### config.mk
export PLATFORM = sky130hd
export DESIGN_NAME = uart_tx_driver
export DESIGN_NICKNAME = d
export VERILOG_FILES = /design/src/rtl/uart_tx_driver.sv
export SDC_FILE = /design/constraint.sdc
export NUM_CORES = 1
export LEC_CHECK = 0
export BUFFER_PORTS_ARGS = -buffer_cell sky130_fd_sc_hd__buf_2
export CORE_UTILIZATION = 25
export DETAILED_ROUTE_END_ITERATION = 7
export PLACE_DENSITY = 0.46
export SLEW_MARGIN = 20
export SYNTH_ARGS = -nofsm -noshare
export SYNTH_HDL_FRONTEND = slang
export SYNTH_SLANG_ARGS = --single-unit
### constraint.sdc
create_clock -name iCpuClock -period 6 [get_ports iCpuClock]
set_input_delay 1.2 -clock iCpuClock [delete_from_list [all_inputs] [get_ports iCpuClock]]
set_output_delay 1.2 -clock iCpuClock [all_outputs]
set_load 0.01 [all_outputs]
### src/rtl/uart_tx_driver.sv
// CPU-facing UART transmitter: byte FIFO feeding an 8N1 serializer.
// Status word {overflow, busy, full, empty}; overflow is sticky until a status read.
module uart_tx_driver #(
  parameter int CLKS_PER_BIT = 200,
  parameter int FIFO_DEPTH   = 4
) (
  input  logic        iCpuClock,
  input  logic        iCpuReset,
  input  logic        iDoUartWrite,
  input  logic [1:0]  iUartAddress,
  input  logic [15:0] iUartDataToWrite,
  input  logic        iDoUartRead,
  output logic [15:0] oUartDataRead,
  output logic        oUartTx
);

  localparam int PTR_W  = $clog2(FIFO_DEPTH);
  localparam int CNT_W  = $clog2(FIFO_DEPTH + 1);
  localparam int BAUD_W = $clog2(CLKS_PER_BIT);
  localparam logic [CNT_W-1:0]  FULL_CNT  = CNT_W'(FIFO_DEPTH);
  localparam logic [BAUD_W-1:0] BAUD_LAST = BAUD_W'(CLKS_PER_BIT - 1);

  typedef enum logic [1:0] {IDLE, START, DATA, STOP} state_t;

  state_t             r_state;
  state_t             w_state_nxt;
  logic [7:0]         r_mem [FIFO_DEPTH];
  logic [PTR_W-1:0]   r_wptr;
  logic [PTR_W-1:0]   r_rptr;
  logic [CNT_W-1:0]   r_count;
  logic               r_ovf;
  logic [BAUD_W-1:0]  r_baud;
  logic [BAUD_W-1:0]  w_baud_nxt;
  logic [2:0]         r_bit;
  logic [2:0]         w_bit_nxt;
  logic [7:0]         r_shift;
  logic [7:0]         w_shift_nxt;
  logic               r_tx;
  logic               w_tx_nxt;

  logic w_empty, w_full, w_busy;
  logic w_wr_data, w_push, w_pop, w_drop, w_stat_rd, w_baud_end;
  logic w_unused;

  assign w_empty    = (r_count == '0);
  assign w_full     = (r_count == FULL_CNT);
  assign w_busy     = (r_state != IDLE);
  assign w_wr_data  = iDoUartWrite && (iUartAddress == 2'd0);
  assign w_push     = w_wr_data && (!w_full || w_pop);
  assign w_drop     = w_wr_data && w_full && !w_pop;
  assign w_stat_rd  = iDoUartRead && (iUartAddress == 2'd1);
  assign w_baud_end = (r_baud == BAUD_LAST);
  assign w_unused   = ^iUartDataToWrite[15:8];

  assign oUartDataRead = w_stat_rd ? {12'b0, r_ovf, w_busy, w_full, w_empty} : 16'h0000;
  assign oUartTx       = r_tx;

  // Next-state logic; the line level is computed for the upcoming state so it can be registered.
  always_comb begin
    w_state_nxt = r_state;
    w_baud_nxt  = r_baud;
    w_bit_nxt   = r_bit;
    w_shift_nxt = r_shift;
    w_pop       = 1'b0;
    w_tx_nxt    = 1'b1;
    unique case (r_state)
      IDLE: begin
        if (!w_empty) begin
          w_pop       = 1'b1;
          w_shift_nxt = r_mem[r_rptr];
          w_baud_nxt  = '0;
          w_state_nxt = START;
        end
      end
      START: begin
        if (w_baud_end) begin
          w_baud_nxt  = '0;
          w_bit_nxt   = 3'd0;
          w_state_nxt = DATA;
        end else begin
          w_baud_nxt = r_baud + 1'b1;
        end
      end
      DATA: begin
        if (w_baud_end) begin
          w_baud_nxt = '0;
          if (r_bit == 3'd7) begin
            w_state_nxt = STOP;
          end else begin
            w_bit_nxt   = r_bit + 3'd1;
            w_shift_nxt = {1'b0, r_shift[7:1]};
          end
        end else begin
          w_baud_nxt = r_baud + 1'b1;
        end
      end
      STOP: begin
        if (w_baud_end) begin
          w_baud_nxt  = '0;
          w_state_nxt = IDLE;
        end else begin
          w_baud_nxt = r_baud + 1'b1;
        end
      end
    endcase
    unique case (w_state_nxt)
      START:   w_tx_nxt = 1'b0;
      DATA:    w_tx_nxt = w_shift_nxt[0];
      default: w_tx_nxt = 1'b1;
    endcase
  end

  always_ff @(posedge iCpuClock or negedge iCpuReset) begin
    if (!iCpuReset) begin
      r_state <= IDLE;
      r_baud  <= '0;
      r_bit   <= 3'd0;
      r_tx    <= 1'b1;
      r_wptr  <= '0;
      r_rptr  <= '0;
      r_count <= '0;
      r_ovf   <= 1'b0;
    end else begin
      r_state <= w_state_nxt;
      r_baud  <= w_baud_nxt;
      r_bit   <= w_bit_nxt;
      r_tx    <= w_tx_nxt;
      if (w_push) r_wptr <= r_wptr + 1'b1;
      if (w_pop)  r_rptr <= r_rptr + 1'b1;
      if (w_push && !w_pop)      r_count <= r_count + 1'b1;
      else if (w_pop && !w_push) r_count <= r_count - 1'b1;
      // A drop in the same cycle as a clearing read leaves the flag set.
      if (w_drop)         r_ovf <= 1'b1;
      else if (w_stat_rd) r_ovf <= 1'b0;
    end
  end

  // Payload storage carries no reset; occupancy is tracked by the control registers above.
  always_ff @(posedge iCpuClock) begin
    if (w_push) r_mem[r_wptr] <= iUartDataToWrite[7:0];
    r_shift <= w_shift_nxt;
  end

endmodule

==> metrics.md, run 1 <==
| Metric | Value |
|---|---|
| Sequential fraction of the synthesis area | 59.4% |
| Mapped Cells | 212 |
| CTS root buf | clkbuf_16 |
| Setup CP Type | input port to primary output |
| Final worst path period share | 50.7% |
| Via count | 1646 |
| Synth async-reset ratio | 35.5% |
| Cts hold-fix bufs | 0 |
| Final setup viols | 0 |
| H-tree depth | 3 |
| Final net count | 264 |
| Cells along the critical path | buf_2 > nor2b_1 > nand2_1 > nor2_1 > buf_2 |
| Register bit total from synthesis | 62 |
| Synth area leader | edfxtp_1 |
| Slowest library cell on the worst path | nor2b_1 |
| Worst setup SP type | input port |
| Die Ht | 110 µm |
| GRT overflow | 0 |
| Pin count of the biggest net entering global routing | 23 |
| Worst path max stage delay | 150 ps |
| F_max | 0.329 GHz |
| Static Leak | 0.00130 µW |
| Hold Path Class | flip-flop to flip-flop |
| Initial Util | 25.7% |
| Num rows | 39 |
| Top cells by area, synth | edfxtp_1 (40%), dfrtp_1 (18%), mux4_2 (6.1%) |
| Die area | 12200 µm² |
| Chip Width | 110 µm |
| Met3 WL | 169 µm |
| Final Max Tran Viols | 0 |
| Relative slew slack | 46.0% |
| WL met2 | 2420 µm |
| Setup bufs post-CTS | 0 |
| Main synth FF type | edfxtp_1 |
| Post-synth EDFFs | 39 |
| Post-Syn Area per Cell | 13.9 µm² |
| Drt drc | 0 |
| Port bufs | 18 |
| Most common cell after layout, fill and taps aside | edfxtp_1 |
| Number of global-route vias before repair | 1596 |
| Worst Path Arrival | 1840 ps |
| First-pass GRT wire length | 8310 µm |
| CTS tree | done |
| Worst Path Required | 4800 ps |
| Drt wl/cell | 13.5 µm |
| Clk slew on worst S/H paths | 60 ps |
| Top-area cell type share of the netlist area | 39.9% |
| Post-cts resize count | 0 |
| Total GRT Usage | 9.61% |
| Top Metal Used | met4 |
| Setup crit end kind | primary output |
| Crit path from | iUartAddress[1] |
| Critical Path Fanout Max | 4 |
| CTS buffer count | 9 |
| Yosys cell types | 52 |
| Wire length on met1 | 2440 µm |
| Detailed Route WL | 5150 µm |
| Tmin final | 3040 ps |
| Outcome | finished, final reports clean |
| R2R Path Start | r_state[0] |
| RSZ-0062 raised after global routing | no |
| Critical hold path startpoint | r_baud[7] |
| RD Place Congestion | 0.653 |
| Share of cells above drive strength 1 | 22.3% |
| DRT iter0 DRCs | 97 |
| Detailed Place HPWL | 3390 µm |
| Detail Route Antenna Nets | 0 |
| Slew @ Worst Pin | 807 ps |
| Syn Std Cell Area | 2940 µm² |
| Vias per std cell | 4.32 |
| DR pass1 iterations | 4 |
| # clock sinks | 62 |
| Most frequent CP cell | buf_2 |
| Final core occ | 29.8% |
| Max cap viols | 0 |
| Most frequent cells in the layout | edfxtp_1 (39), dfrtp_1 (21), buf_2 (18) |
| Initial antenna violation count | 0 |
| Yosys Warn Count | 0 |
| Core area | 11400 µm² |
| FILL cells | 1155 |
| Peak VDD IR | 0.148 mV |
| Setup TNS | 0 ps |
| Final Hold Viols | 0 |
| Boundary Pins | 39 |
| Area Growth Syn to Fin | 16.0% |
| Final Skew | 6.35 ps |
| Deepest clock path buffer count | 2 |
| ANT cells | 0 |
| Worst skew pair latency | 330 ps |
| Pwr Density | 346 nW/µm² |
report_power, final:
| group | internal (µW) | total [µW] | switching (µW) |
|---|---|---|---|
| logic | 62.5 | 125 | 62.6 |
| clock network | 288 | 498 | 210 |
| registers | 504 | 554 | 50.6 |
| total | 855 | 1180 | 323 |
area by class of cell:
type	instances	area (µm²)	share of cell area, %
Sequential cell	62	1740	51.2
Multi-Input combinational cell	134	1080	31.6
Clock buffer	9	225	6.61
Tap cell	143	179	5.25
Timing Repair Buffer	18	90.1	2.64
Clock inverter	7	62.6	1.84
Inverter	8	30.0	0.881
state kept, by name, indices dropped and copies added, names as in the netlist:
register and cells:
r_mem 32, r_baud 8, r_shift 8, r_bit 3
r_count 3, r_rptr 2, r_state 2, r_wptr 2
oUartTx 1, r_ovf 1
metrics by stage:
stage	std cells	total power (µW)	setup slack [ps]	instance area, µm²	hold WS (ps)
2_1_floorplan	223	653	3170	2980	443
3_3_place_gp	365	690	2980	3120	460
3_5_place_dp	365	692	2940	3120	479
4_1_cts	381	1200	2940	3410	484
5_1_grt	381	1240	2870	3410	496
6_report	381	1180	2960	3410	478
kinds of logic after synthesis:
kind of cell	after synthesis	share of synthesized area (%)
flip-flops	62	59.4
buffers and inverters	27	5.37
AND/OR/NAND/NOR	56	11.2
other	1	0.128
multiplexers	16	8.99
adder cells (fa/ha/maj)	9	4.09
XOR/XNOR	9	2.68
AO/OA/AOI/OAI	32	8.14
Yosys cell counts, drive strengths merged, types with 2 or more instances:
cell type	n
nor2	16
edfxtp	39
nand3	5
inv	8
clkbuf	2
xnor2	5
or3	2
a31oi	2
a21o	2
mux4	8
nor2b	2
and3b	2
ha	8
and3	2
o21ai	4
mux2i	5
o31ai	2
and4bb	2
and2	5
mux2	3
a21oi	5
a22o	11
dfrtp	21
xor2	4
buf	17
nand2	11
layer usage:
layer  up-vias  GRT usage [%]
met5         -              0
met3        11           3.53
li1        804              -
met4         0           5.08
met2        30           14.1
met1       801           12.3
final timing paths:
check	cells after the start	end	slack (ps)
setup / recovery	5	oUartDataRead[1]	2960
hold / removal	1	r_baud[7]	480
setup reg to reg	7	r_count[1]	3160
hold reg to reg	1	r_baud[7]	480
max in group asynchronous	1	oUartTx	4790
min in group asynchronous	1	r_baud[6]	840
worst max-delay path: cells and delay by family:
family        cells  cell delay [ps]
simple gates      3              380
buf+inv           2              260
(Power assumes the default switching activity.)
==> run 2, diff against run 1 <==
PLACE_DENSITY = 0.47   (was 0.46)
clock period = 2.5 ns   (was 6 ns; I/O delays follow)
==> metrics.md, run 2 (synthesized netlist as in run 1, its figures left out) <==
| Metric | Value |
|---|---|
| Worst R2R Setup Slack | 280 ps (-2880 ps) |
| DP Worst Slack | 251 ps (-2690 ps) |
| Slew @ Worst Pin | 672 ps (-135 ps) |
| Logic gate share of total power | 11.2% (+0.6 points) |
| Chip Width | 110 µm (unchanged) |
| CTS root buf | clkbuf_16 |
| Pwr Density | 852 nW/µm² (+150%) |
| Clk pwr share | 44.8% (+2.5 points) |
| Via count | 1732 (+5.2%) |
| Internal power | 2260 µW (+160%) |
| Critical Path Fanout Max | 6 (+2) |
| Num rows | 39 (unchanged) |
| Final worst path period share | 88.7% |
| Pin count of the biggest net entering global routing | 23 (unchanged) |
| Final Max Tran Viols | 0 (unchanged) |
| Most common cell after layout, fill and taps aside | edfxtp_1 |
| Detailed Place HPWL | 3620 µm (+6.9%) |
| Net Sw Frac | 24.7% (-2.8 points) |
| Setup ws final | 283 ps (-2670 ps) |
| Final Skew | 6.22 ps (-0.124 ps) |
| Psw | 740 µW (+130%) |
| Die area | 12200 µm² (unchanged) |
| Sequential fraction of design power | 44.0% (-3.1 points) |
| Initial Util | 25.7% (unchanged) |
| Total GRT Usage | 9.89% (+0.28 points) |
| Hold Path Class | input port to asynchronous set/reset pin |
| RD Place Congestion | 0.687 (+5.2%) |
| CTS buffer count | 9 (unchanged) |
| Setup TNS | 0 ps (unchanged) |
| Detailed Route WL | 5210 µm (+1.1%) |
| F_max | 0.451 GHz |
| Share of cells above drive strength 1 | 25.0% (+2.7 points) |
| DR pass1 iterations | 4 (unchanged) |
| ANT cells | 0 (unchanged) |
| CTS tree | done |
| First-pass GRT wire length | 8710 µm (+4.8%) |
| Initial antenna violation count | 0 (unchanged) |
| RSZ-0062 raised after global routing | no |
| Largest regs | r_mem: 32 flops, r_baud: 8 flops, r_shift: 8 flops |
| Core area | 11400 µm² (unchanged) |
| Drt wl/cell | 13.3 µm (-1.5%) |
| Worst setup SP type | flip-flop |
| Outcome | finished, final reports clean |
| Final net count | 274 (+3.8%) |
| Register bank with the most flops | r_mem |
| H-tree depth | 3 (unchanged) |
| Drt drc | 0 (unchanged) |
| Relative slew slack | 55.2% (+9.2 points) |
| Vias per std cell | 4.43 (+2.5%) |
| Cts hold-fix bufs | 0 (unchanged) |
| Worst skew pair latency | 330 ps (about the same) |
| Boundary Pins | 39 (unchanged) |
| Setup bufs post-CTS | 0 (unchanged) |
| Inst Count DP | 375 (+2.7%) |
| FILL cells | 1166 (+0.95%) |
| Clk slew on worst S/H paths | 60 ps (about the same) |
| Max FFs per register | 32 (unchanged) |
| Peak VDD IR | 0.427 mV (+190%) |
| Deepest clock path buffer count | 2 (unchanged) |
| Fin cells | 391 (+2.6%) |
| Worst Path Required | 2710 ps (-2090 ps) |
| Max cap viols | 0 (unchanged) |
| Final setup viols | 0 (unchanged) |
| Setup crit end kind | flip-flop |
| Number of global-route vias before repair | 1667 (+4.4%) |
| Post-cts resize count | 0 (unchanged) |
| Worst Path Arrival | 2430 ps (+590 ps) |
| Static Leak | 0.00137 µW (+5.3%) |
| GRT overflow | 0 (unchanged) |
| # clock sinks | 62 (unchanged) |
| Final Hold Viols | 0 (unchanged) |
| Tmin final | 2220 ps |
| Setup CP Type | flip-flop to flip-flop |
| Detail Route Antenna Nets | 0 (unchanged) |
| Most frequent cells in the layout | edfxtp_1 (39), dfrtp_1 (21), buf_2 (18) |
| Port bufs | 18 (unchanged) |
| Total power | 3000 µW (+150%) |
| DRT iter0 DRCs | 66 (-32%) |
| Area Growth Syn to Fin | 19.8% |
| Die Ht | 110 µm (unchanged) |
[run 2: changes by cell type in the layout (fill, tap and decap cells not counted), moves of 2 or more]
cell,delta
clkinv_4,+2
bufinv_16,+2
buf_4,+10
inv_6,-3
[run 2: area by class of cell]
cell class                      count  area, µm²  share of cell area, %
Sequential cell                    62       1740                   49.5
Tap cell                          143        179                   5.09
Timing Repair Buffer               28        165                   4.69
Multi-Input combinational cell    134       1080                   30.6
Inverter                            8       30.0                  0.853
Clock inverter                      6       95.1                   2.70
Clock buffer                       10        229                   6.51
[run 2: power by group through the flow]
stage                     Combinational [µW]  Sequential, µW  Clock, µW
after floorplan                          247            1320          0
after global placement                   338            1340          0
after detailed placement                 348            1340          0
after CTS                                348            1320       1370
after global routing                     395            1340       1410
final                                    337            1320       1340
[run 2: per-layer routing]
metal / global-route usage [%] / share of wire [%]
met1: 12.3 / 45
met2: 15.4 / 48
met3: 2.88 / 4.1
met4: 5.64 / 2.4
met5: 0 / 0
[run 2: final timing paths]
path | from | to | cells past startpoint
setup / recovery | r_count[1] | r_count[1] | 7
hold / removal | iCpuReset | r_bit[0] | 1
setup reg to reg | r_count[1] | r_count[1] | 7
hold reg to reg | r_baud[7] | r_baud[7] | 1
max in group asynchronous | iCpuReset | oUartTx | 1
min in group iCpuClock | iUartDataToWrite[7] | r_mem[1][7] | 1
[run 2: through the flow]
step | hold WS [ps] | instance area [µm²] | util (%)
after floorplan | 204 | 2980 | -
after global placement | 458 | 3190 | 28.0
after detailed placement | 478 | 3190 | 28.0
after CTS | 152 | 3520 | 30.8
after global routing | 171 | 3520 | 30.8
final | 135 | 3520 | 30.8
[run 2: critical path: stages, from the launching register on]
cell and delay, ps:
dfrtp_1 430, or3b_1 420, nor2_1 220, nor4b_4 80, ha_1 220, inv_1 70
fa_1 390, mux2_2 260
==> run 3, diff against run 2 <==
BUFFER_PORTS_ARGS = not set   (was -buffer_cell sky130_fd_sc_hd__buf_2)
CTS_BUF_LIST = sky130_fd_sc_hd__clkbuf_8   (was not set)
DONT_BUFFER_PORTS = 1   (was not set)
PLACE_DENSITY = 0.43   (was 0.47)
clock period = 2.9 ns   (was 2.5 ns; I/O delays follow)
==> metrics.md, run 3 (synthesized netlist as in run 1, its figures left out) <==
| Metric | Value |
|---|---|
| Internal power | 1480 µW (-34%) |
| Setup bufs post-CTS | 0 (unchanged) |
| Placed Instance Area | 3070 µm² (-4.0%) |
| # clock sinks | 62 (unchanged) |
| Final Max Tran Viols | 0 (unchanged) |
| RSZ-0062 raised after global routing | no |
| Core area | 11400 µm² (unchanged) |
| Gr busiest metal | met2 |
| GRT overflow | 0 (unchanged) |
| Setup TNS | 0 ps (unchanged) |
| Register bank with the most flops | r_mem |
| Total GRT Usage | 9.89% (about the same) |
| Initial Util | 25.7% (unchanged) |
| Clk slew on worst S/H paths | 80 ps (+20 ps) |
| Setup crit end kind | flip-flop |
| Area occupied by registers | 1740 µm² (unchanged) |
| F_max | 0.438 GHz (-3.0%) |
| RD Place Congestion | 0.650 (-5.3%) |
| Num rows | 39 (unchanged) |
| Area Growth Syn to Fin | 10.7% |
| Pwr Density | 643 nW/µm² (-24%) |
| Setup CP Type | flip-flop to flip-flop |
| Port bufs | 0 (-18) |
| CTS root buf | clkbuf_8 |
| H-tree depth | 3 (unchanged) |
| Drt drc | 0 (unchanged) |
| Detailed Place HPWL | 3570 µm (-1.3%) |
| Final Skew | 11.9 ps (+5.65 ps) |
| DR pass1 iterations | 4 (unchanged) |
| Psw | 607 µW (-18%) |
| Initial antenna violation count | 0 (unchanged) |
| Worst skew pair latency | 350 ps (+20 ps) |
| Relative slew slack | 58.9% (+3.8 points) |
| Die area | 12200 µm² (unchanged) |
| Static Leak | 0.00120 µW (-12%) |
| Final net count | 252 (-8.0%) |
| ANT cells | 0 (unchanged) |
| FILL cells | 1167 (+0.086%) |
| Peak VDD IR | 0.250 mV (-41%) |
| Met3 Track Usage GR | 2.41% (-0.47 points) |
| Hold Path Class | input port to asynchronous set/reset pin |
| Total power | 2090 µW (-30%) |
| Worst Path Arrival | 2510 ps (+80 ps) |
| Detail Route Antenna Nets | 0 (unchanged) |
| Final Hold Viols | 0 (unchanged) |
| Max FFs per register | 32 (unchanged) |
| Worst setup SP type | flip-flop |
| Crit path from | r_count[0] |
| First-pass GRT wire length | 8660 µm (-0.63%) |
| CTS buffer count | 9 (unchanged) |
| Number of global-route vias before repair | 1608 (-3.5%) |
| Chip Width | 110 µm (unchanged) |
| Vias per std cell | 4.44 (+0.15%) |
| Final worst path period share | 78.8% (-9.9 points) |
| Worst Path Required | 3120 ps (+410 ps) |
| Most common cell after layout, fill and taps aside | edfxtp_1 |
| Sequential fraction of design power | 54.9% (+11 points) |
| Outcome | finished, final reports clean |
| Share of cells above drive strength 1 | 18.1% (-6.9 points) |
| Boundary Pins | 39 (unchanged) |
| Max cap viols | 0 (unchanged) |
| Largest regs | r_mem: 32 flops, r_baud: 8 flops, r_shift: 8 flops |
| CTS tree | done |
| Deepest clock path buffer count | 2 (unchanged) |
| Net Sw Frac | 29.0% (+4.4 points) |
| R2R Path Start | r_count[0] |
| Area of the multi-input gates | 1080 µm² (unchanged) |
| M1 GR Usage | 12.8% (+0.50 points) |
| Logic gate share of total power | 11.7% (+0.5 points) |
| Drt wl/cell | 14.4 µm (+7.8%) |
| Pin count of the biggest net entering global routing | 22 (-4.3%) |
| Most frequent cells in the layout | edfxtp_1 (39), dfrtp_1 (21), nor2_1 (15) |
| DRT iter0 DRCs | 60 (-9.1%) |
| Critical Path Fanout Max | 6 (unchanged) |
| Detailed Route WL | 5300 µm (+1.7%) |
| Via count | 1637 (-5.5%) |
| GR Util met2 | 15.2% (-0.13 points) |
| Clk pwr share | 33.4% (-11 points) |
| Design Area, Final | 3250 µm² (-7.6%) |
| Tmin final | 2280 ps (+67.6 ps) |
| Die Ht | 110 µm (unchanged) |
| Final setup viols | 0 (unchanged) |
| Slew @ Worst Pin | 616 ps (-56.4 ps) |
## run 3: final timing paths
kind	end	slack, ps	depth (start not counted)
worst max-delay path	r_count[1]	620	7
worst min register to register	r_baud[7]	480	1
worst min-delay path	oUartTx	80	0
worst max register to register	r_count[1]	620	7
max in group asynchronous	r_wptr[0]	2350	1
min in group iCpuClock	r_ovf	320	1
## run 3: critical path, stage by stage (launching register included)
cell	delay, ps
dfrtp_1	460
or3b_1	400
nor2_1	240
nor4b_4	90
ha_1	230
inv_1	70
fa_1	400
mux2_2	260
## run 3: layer usage
metal  share of wire, %  wire length (µm)  vias up
li1                   -                 -      783
met3                3.8               200        8
met5                  0                 0        -
met1                 45              2410      811
met2                 49              2590       35
met4                2.0               104        0
## run 3: stage by stage
step	instances	utilization, %	worst slack [ps]	hold WS, ps
final	369	28.5	616	76.1
after global routing	369	28.5	466	56.8
after CTS	369	28.5	597	58.6
after detailed placement	352	26.9	632	285
after global placement	352	26.9	657	285
after floorplan	223	-	704	284
## run 3: power by group through the flow
stage | logic [µW] | clock network, µW | registers (µW)
6_report | 246 | 699 | 1150
5_1_grt | 290 | 764 | 1170
2_1_floorplan | 213 | 0 | 1140
4_1_cts | 253 | 725 | 1150
3_3_place_gp | 240 | 0 | 1170
3_5_place_dp | 244 | 0 | 1170
## run 3: timing repair
action                                  4_1_cts  5_1_grt
hold buffers                                  1        0
hold endpoints to repair                     21        0
endpoints found under the setup margin        0        0
gates resized for setup                       0        0
## run 3: cell type report
class | count | share of cell area [%]
Clock inverter | 7 | 1.69
Clock buffer | 9 | 3.81
Multi-Input combinational cell | 134 | 33.1
Inverter | 8 | 0.924
Timing Repair Buffer | 6 | 1.31
Sequential cell | 62 | 53.6
Tap cell | 143 | 5.50
